$ cat src/rtl/decoder_pkg.sv
// decoder_pkg: shared constants and types for the one-hot decoder family.
//   DEC_IN_W   : binary select width (3)
//   DEC_OUT_W  : one-hot output width (8 = 2**DEC_IN_W)
//   onehot8_t  : 8-bit one-hot (or all-zero) strobe vector
//   is_zero_or_onehot() : true when at most one bit of the vector is set
package decoder_pkg;

    localparam int DEC_IN_W  = 3;
    localparam int DEC_OUT_W = 8;

    typedef logic [DEC_OUT_W-1:0] onehot8_t;

    // Clearing the lowest set bit leaves zero only for 0 or one-hot values.
    function automatic logic is_zero_or_onehot(input onehot8_t v);
        return ((v & (v - onehot8_t'(1))) == '0);
    endfunction

endpackage

$ cat src/rtl/decoder_core.sv
// decoder_core: purely combinational binary-to-one-hot decode with enable.
//   inp    : binary select index
//   enab   : active-high enable; low forces next_y to all zeros
//   next_y : one-hot decode of inp, or zero when disabled
module decoder_core #(
    parameter int  IN_W  = 3,
    localparam int OUT_W = 2 ** IN_W
) (
    input  logic [IN_W-1:0]  inp,
    input  logic             enab,
    output logic [OUT_W-1:0] next_y
);

    // Each output bit compares against its own index rather than using a
    // shift, so an unknown select can never light more than one line in
    // the synthesised netlist.
    always_comb begin
        next_y = '0;
        for (int i = 0; i < OUT_W; i++) begin
            if (enab && (inp == IN_W'(i))) begin
                next_y[i] = 1'b1;
            end
        end
    end

endmodule

$ cat src/rtl/decoder_3to8_en.sv
// decoder_3to8_en: registered 3-to-8 one-hot decoder with enable.
//   clk  : rising-edge clock
//   rst  : asynchronous, active-high reset; clears y immediately
//   inp  : binary select index 0..7
//   enab : active-high decode enable (has priority over inp)
//   y    : registered one-hot output, one cycle after the inputs
module decoder_3to8_en
    import decoder_pkg::*;
#(
    parameter int IN_W  = DEC_IN_W,
    parameter int OUT_W = DEC_OUT_W
) (
    input  logic             clk,
    input  logic             rst,
    input  logic [IN_W-1:0]  inp,
    input  logic             enab,
    output logic [OUT_W-1:0] y
);

    logic [OUT_W-1:0] next_y;

    decoder_core #(
        .IN_W (IN_W)
    ) u_core (
        .inp    (inp),
        .enab   (enab),
        .next_y (next_y)
    );

    // The register is the only state; nothing about the previous select
    // survives a reset.
    always_ff @(posedge clk or posedge rst) begin
        if (rst) begin
            y <= '0;
        end else begin
            y <= next_y;
        end
    end

    // Output must always be idle or exactly one strobe.
    a_zero_or_onehot : assert property (
        @(posedge clk) disable iff (rst) is_zero_or_onehot(onehot8_t'(y))
    );

endmodule

$ cat config.mk
export PLATFORM = sky130hd
export DESIGN_NAME = decoder_3to8_en
export DESIGN_NICKNAME = d
export VERILOG_FILES = /design/src/rtl/decoder_pkg.sv /design/src/rtl/decoder_core.sv /design/src/rtl/decoder_3to8_en.sv
export SDC_FILE = /design/constraint.sdc
export NUM_CORES = 1
export LEC_CHECK = 0
export CORE_AREA = 5 5 42 44
export CTS_CLUSTER_SIZE = 25
export DETAILED_ROUTE_END_ITERATION = 8
export DIE_AREA = 0 0 47 49
export GPL_ROUTABILITY_DRIVEN = 0
export GPL_TIMING_DRIVEN = 0
export HOLD_SLACK_MARGIN = 0.06
export SETUP_SLACK_MARGIN = 0.4
export SLEW_MARGIN = 15
export SYNTH_ARGS = -nofsm -noshare
export SYNTH_HDL_FRONTEND = slang
export SYNTH_SLANG_ARGS = --single-unit
$ cat constraint.sdc
create_clock -name clk -period 0.8 [get_ports clk]
set_clock_uncertainty 0.1 [all_clocks]
set_input_delay 0.16 -clock clk [delete_from_list [all_inputs] [get_ports clk]]
set_output_delay 0.16 -clock clk [all_outputs]
set_load 0.005 [all_outputs]
## After elaboration in Yosys (flattened, before gate mapping)

Cells that the tools add are included.

| word-level totals | value |
|---|---|
| flip-flop bits (word level) | 8 |
| bits in latches | 0 |
| bits in writable memories | 0 |
| memory bits (read-only) | 0 |
| output and inout bits | 8 |
| word-level logic and storage cells | 25 |
| memories | 0 |

| cells by class | value |
|---|---|
| $add $sub $neg | 0 |
| multiply operators | 0 |
| divide/modulo/power cells | 0 |
| magnitude comparators | 0 |
| eq/ne operators | 7 |
| shifts and indexed selects | 0 |
| multiplexer cells | 8 |
| bitwise operators | 0 |
| reduce and logical (&&, ||, !) cells | 9 |

Operator list:

| operator | number |
|---|---|
| $eq 3x3->1 const B | 4 |
| $logic_and 1x1->1 | 8 |
| $mux 1 | 8 |
| $eq 3x2->1 const B | 2 |
| $eq 3x1->1 const B | 1 |
| $logic_not 3->1 | 1 |

## Logic depth before layout (Yosys ltp)

| logic depth | value |
|---|---|
| depth after elaboration | 3 |
| depth in mapped cells | 1 |
| mapped depth without buffers | 1 |

## Cells and area by module

Synthesis repeated with hierarchy kept, for this count alone.

| unflattened totals | value |
|---|---|
| cell total of the unflattened synthesis | 17 |
| area total of the unflattened synthesis | 300.3 µm² |

By module, submodules not included:

| module | times used | cells each | area an instance (µm²) |
|---|---|---|---|
| decoder_3to8_en | 1 | 9 | 203.9 |
| decoder_core | 1 | 8 | 96.3 |

## Worst setup path before layout

OpenSTA, ideal clock, no wires.

| timing | value |
|---|---|
| kind | register to output |
| start point | register y[0] |
| end point | output port y[0] |
| data arrival time | 0.349 ns |
| data required time | 0.540 ns |
| path slack | 0.191 ns |
| stages on the path, launching flop included | 1 |
| path through | dfrtp_1 |

RTL lines:

| element | line | text |
|---|---|---|
| start: declaration | decoder_3to8_en.sv:17 | `output logic [OUT_W-1:0] y` |
| start signal: assignment | decoder_3to8_en.sv:36 | `y <= next_y;` |

No word-level cell between the ends.

## Worst setup path in the final report

| timing | value |
|---|---|
| start point | register y[1] |
| end point | output port y[1] |

No word-level cell between the ends.

==> flow_summary_export.csv <==
group,metric,value,unit
status,status,"finished with violations",
status,violations,"negative hold slack, negative setup slack",
die,fp.dieW,47,um
pwr,p_total,0.816,mW
timing,finalHoldViolCount,1,
die,start_util,21.4,%
drt,drt-total-wl,633,um
setup_path,path_class,"reg -> out",
pwr,power.leakage,0.244,nW
setup_path,slowest_stage,"dfrtp_1",
logic_synthesis,yosys.area.top_type,"dfrtp_1",
clocking,htreeDepth,1,
logic_synthesis,synth_area,300,um2
logic_synthesis,ys.warnings.count,0,
clocking,post-cts-setup-buffer-count,0,
logic_synthesis,synth-seq-area-share,66.7,%
setup_path,cp-start-kind,"register",
logic_synthesis,yosys-top-cells-area,"dfrtp_1, and4bb_2, and4b_2",
grt,antenna_found_initial,0,
logic_synthesis,yosys.area_share.simple,32.1,%
min_path,hold_path_class,"in -> reg",
drt,via_per_inst,4.10,
timing,worst_slew_pin_slew,179,ps
clocking,cts_max_path_buffers,2,
logic_synthesis,synth.mux.area_fraction,0,%
grt,grt_usage,6.96,%
layout,top_register,"y",
drt,drc,0,
logic_synthesis,synthFlopType,"dfrtp_1",
setup_path,crit_family,"flip-flops",
place,place_area,452,um2
die,dieArea,2300,um2
grt,grt_pass1_vias,221,
setup_path,critPathRequiredTime,540,ps
timing,slew_headroom,88.0,%
die,core_area,1400,um2
logic_synthesis,synth_fp_nets,23,
place,dp.final_hpwl,452,um
logic_synthesis,synthAdderAreaFrac,0,%
setup_path,critPathCaptureType,"output pin",
layout,design_area,465,um2
job,cap_violations,0,
drt,first_iter_violations,0,
drt,ant_nets,0,
layout,num_antenna_cells,0,
grt,overflow,0,
setup_path,crit_arrival,750,ps
layout,seqCellArea,200,um2
clocking,cts_buffers,3,
layout,reg_top3,"y: 8 flops",
logic_synthesis,synthXorXnorAreaFrac,0,%
logic_synthesis,synth_top_family_by_area,"simple AND/OR/NAND/NOR gates",
timing,maxSlewViolCount,0,
setup_path,crit_chain,"buf_2",
setup_path,critPathMaxFanout,1,
grt,grt_pass1_wl,1.02,mm
drt,route.vias.total,201,
logic_synthesis,netlist_top_cells_count,"dfrtp_1, and4b_2, and4bb_2",
die,die_h,49,um
pwr,p_per_area,1750,nW/um2
layout,nNetsFinal,41,
drt,wl_per_cell,12.9,um
timing,setup_violations,8,
logic_synthesis,async_flop_share,100,%
timing,setup_slack,-208,ps
layout,fill_cells,154,
setup_path,critPathBufInv,1,
logic_synthesis,synth.distinct_cells,6,
layout,multi_input_area,106,um2
layout,syn2layout_area_growth,55.0,%
clocking,cts_tree,"done",
clocking,cts_sinks,8,
timing,rsz0062_at_grt,"yes",
logic_synthesis,yosysMostFrequentCell,"dfrtp_1",
pwr,irDropWorstVdd,629,uV
logic_synthesis,synth-seq-cells,8,
timing,fin_crit_sh,126,%
logic_synthesis,synth_cells,17,
timing,fmax,0.992,GHz
grt,grt_max_degree,9,
logic_synthesis,yosys.area.top_type_share,66.7,%
logic_synthesis,synth_edf_count,0,
clocking,path_clk_slew,50,ps
clocking,cts-root-buf,"clkbuf_4",
logic_synthesis,avgSynthCellArea,17.7,um2
drt,dr.pass1.iters,1,
layout,largest_reg_flops,8,
place,port_buffers,13,
setup_path,slowest_delay,370,ps
die,io_pins,14,
layout,final_layout_size_suffix_gt1_share,72.7,%
logic_synthesis,synth_compound_area_share,0,%
die,std_cell_rows,14,
timing,timing.hold.ws,-21.4,ps
timing,layout_min_cycle_time,1010,ps
place,post-place-ws,-458,ps
[layout by cell type (no fill, tap or decap)]
cell / n
buf_8: 4
dfrtp_1: 8
clkdlybuf4s50_1: 1
clkbuf_4: 3
and4bb_2: 3
and4_4: 1
buf_2: 8
nor4b_4: 1
and4b_2: 3
inv_4: 1
[cell type report]
cell class                      count  share of cell area (%)
Inverter                            1                    1.34
Sequential cell                     8                    43.0
Timing Repair Buffer               13                    23.7
Tap cell                           16                    4.30
Clock buffer                        3                    4.84
Multi-Input combinational cell      8                    22.8
[routing by layer]
| metal | global-route usage (%) | vias up | routed length [um] |
|---|---|---|---|
| met4 | 8.29 | 0 | 31 |
| li1 | - | 99 | - |
| met3 | 4.06 | 4 | 80 |
| met2 | 8.14 | 15 | 234 |
| met5 | 0 | - | 0 |
| met1 | 7.45 | 83 | 286 |
[path summary, 6_finish.rpt]
path                                 from        endpoint  slack (ps)  cells past startpoint
max in group asynchronous             rst  y[2]$_DFF_PP0_         440                      2
min in group asynchronous             rst  y[6]$_DFF_PP0_          40                      2
worst max-delay path       y[1]$_DFF_PP0_            y[1]        -210                      1
worst min-delay path               inp[1]  y[0]$_DFF_PP0_         -20                      2
[repair_timing]
action	CTS	global route
pin swaps	5	4
endpoints found under the hold margin	9	9
resized for setup	61	2
endpoints found under the setup margin	24	23
[power breakdown]
| group | total [mW] | leakage, nW | switching, mW | internal [mW] |
|---|---|---|---|---|
| clock network | 0.303 | 0.0138 | 0.132 | 0.171 |
| logic | 0.0949 | 0.121 | 0.0387 | 0.0562 |
| registers | 0.418 | 0.110 | 0.00250 | 0.415 |
[metrics by stage]
stage          setup TNS, ps  util, %  instances
2_1_floorplan              0        -         17
3_3_place_gp           -5280     32.2         46
3_5_place_dp           -5550     32.2         46
4_1_cts                -1630     32.8         49
5_1_grt                -1800     33.2         49
6_report               -1510     33.2         49
[cells by family (layout without fill, tap and decap cells)]
kind of cell,Yosys count,after routing
buffers and inverters,1,17
flip-flops,8,8
AND/OR/NAND/NOR,8,8
Power figures use the tool's default switching activity.
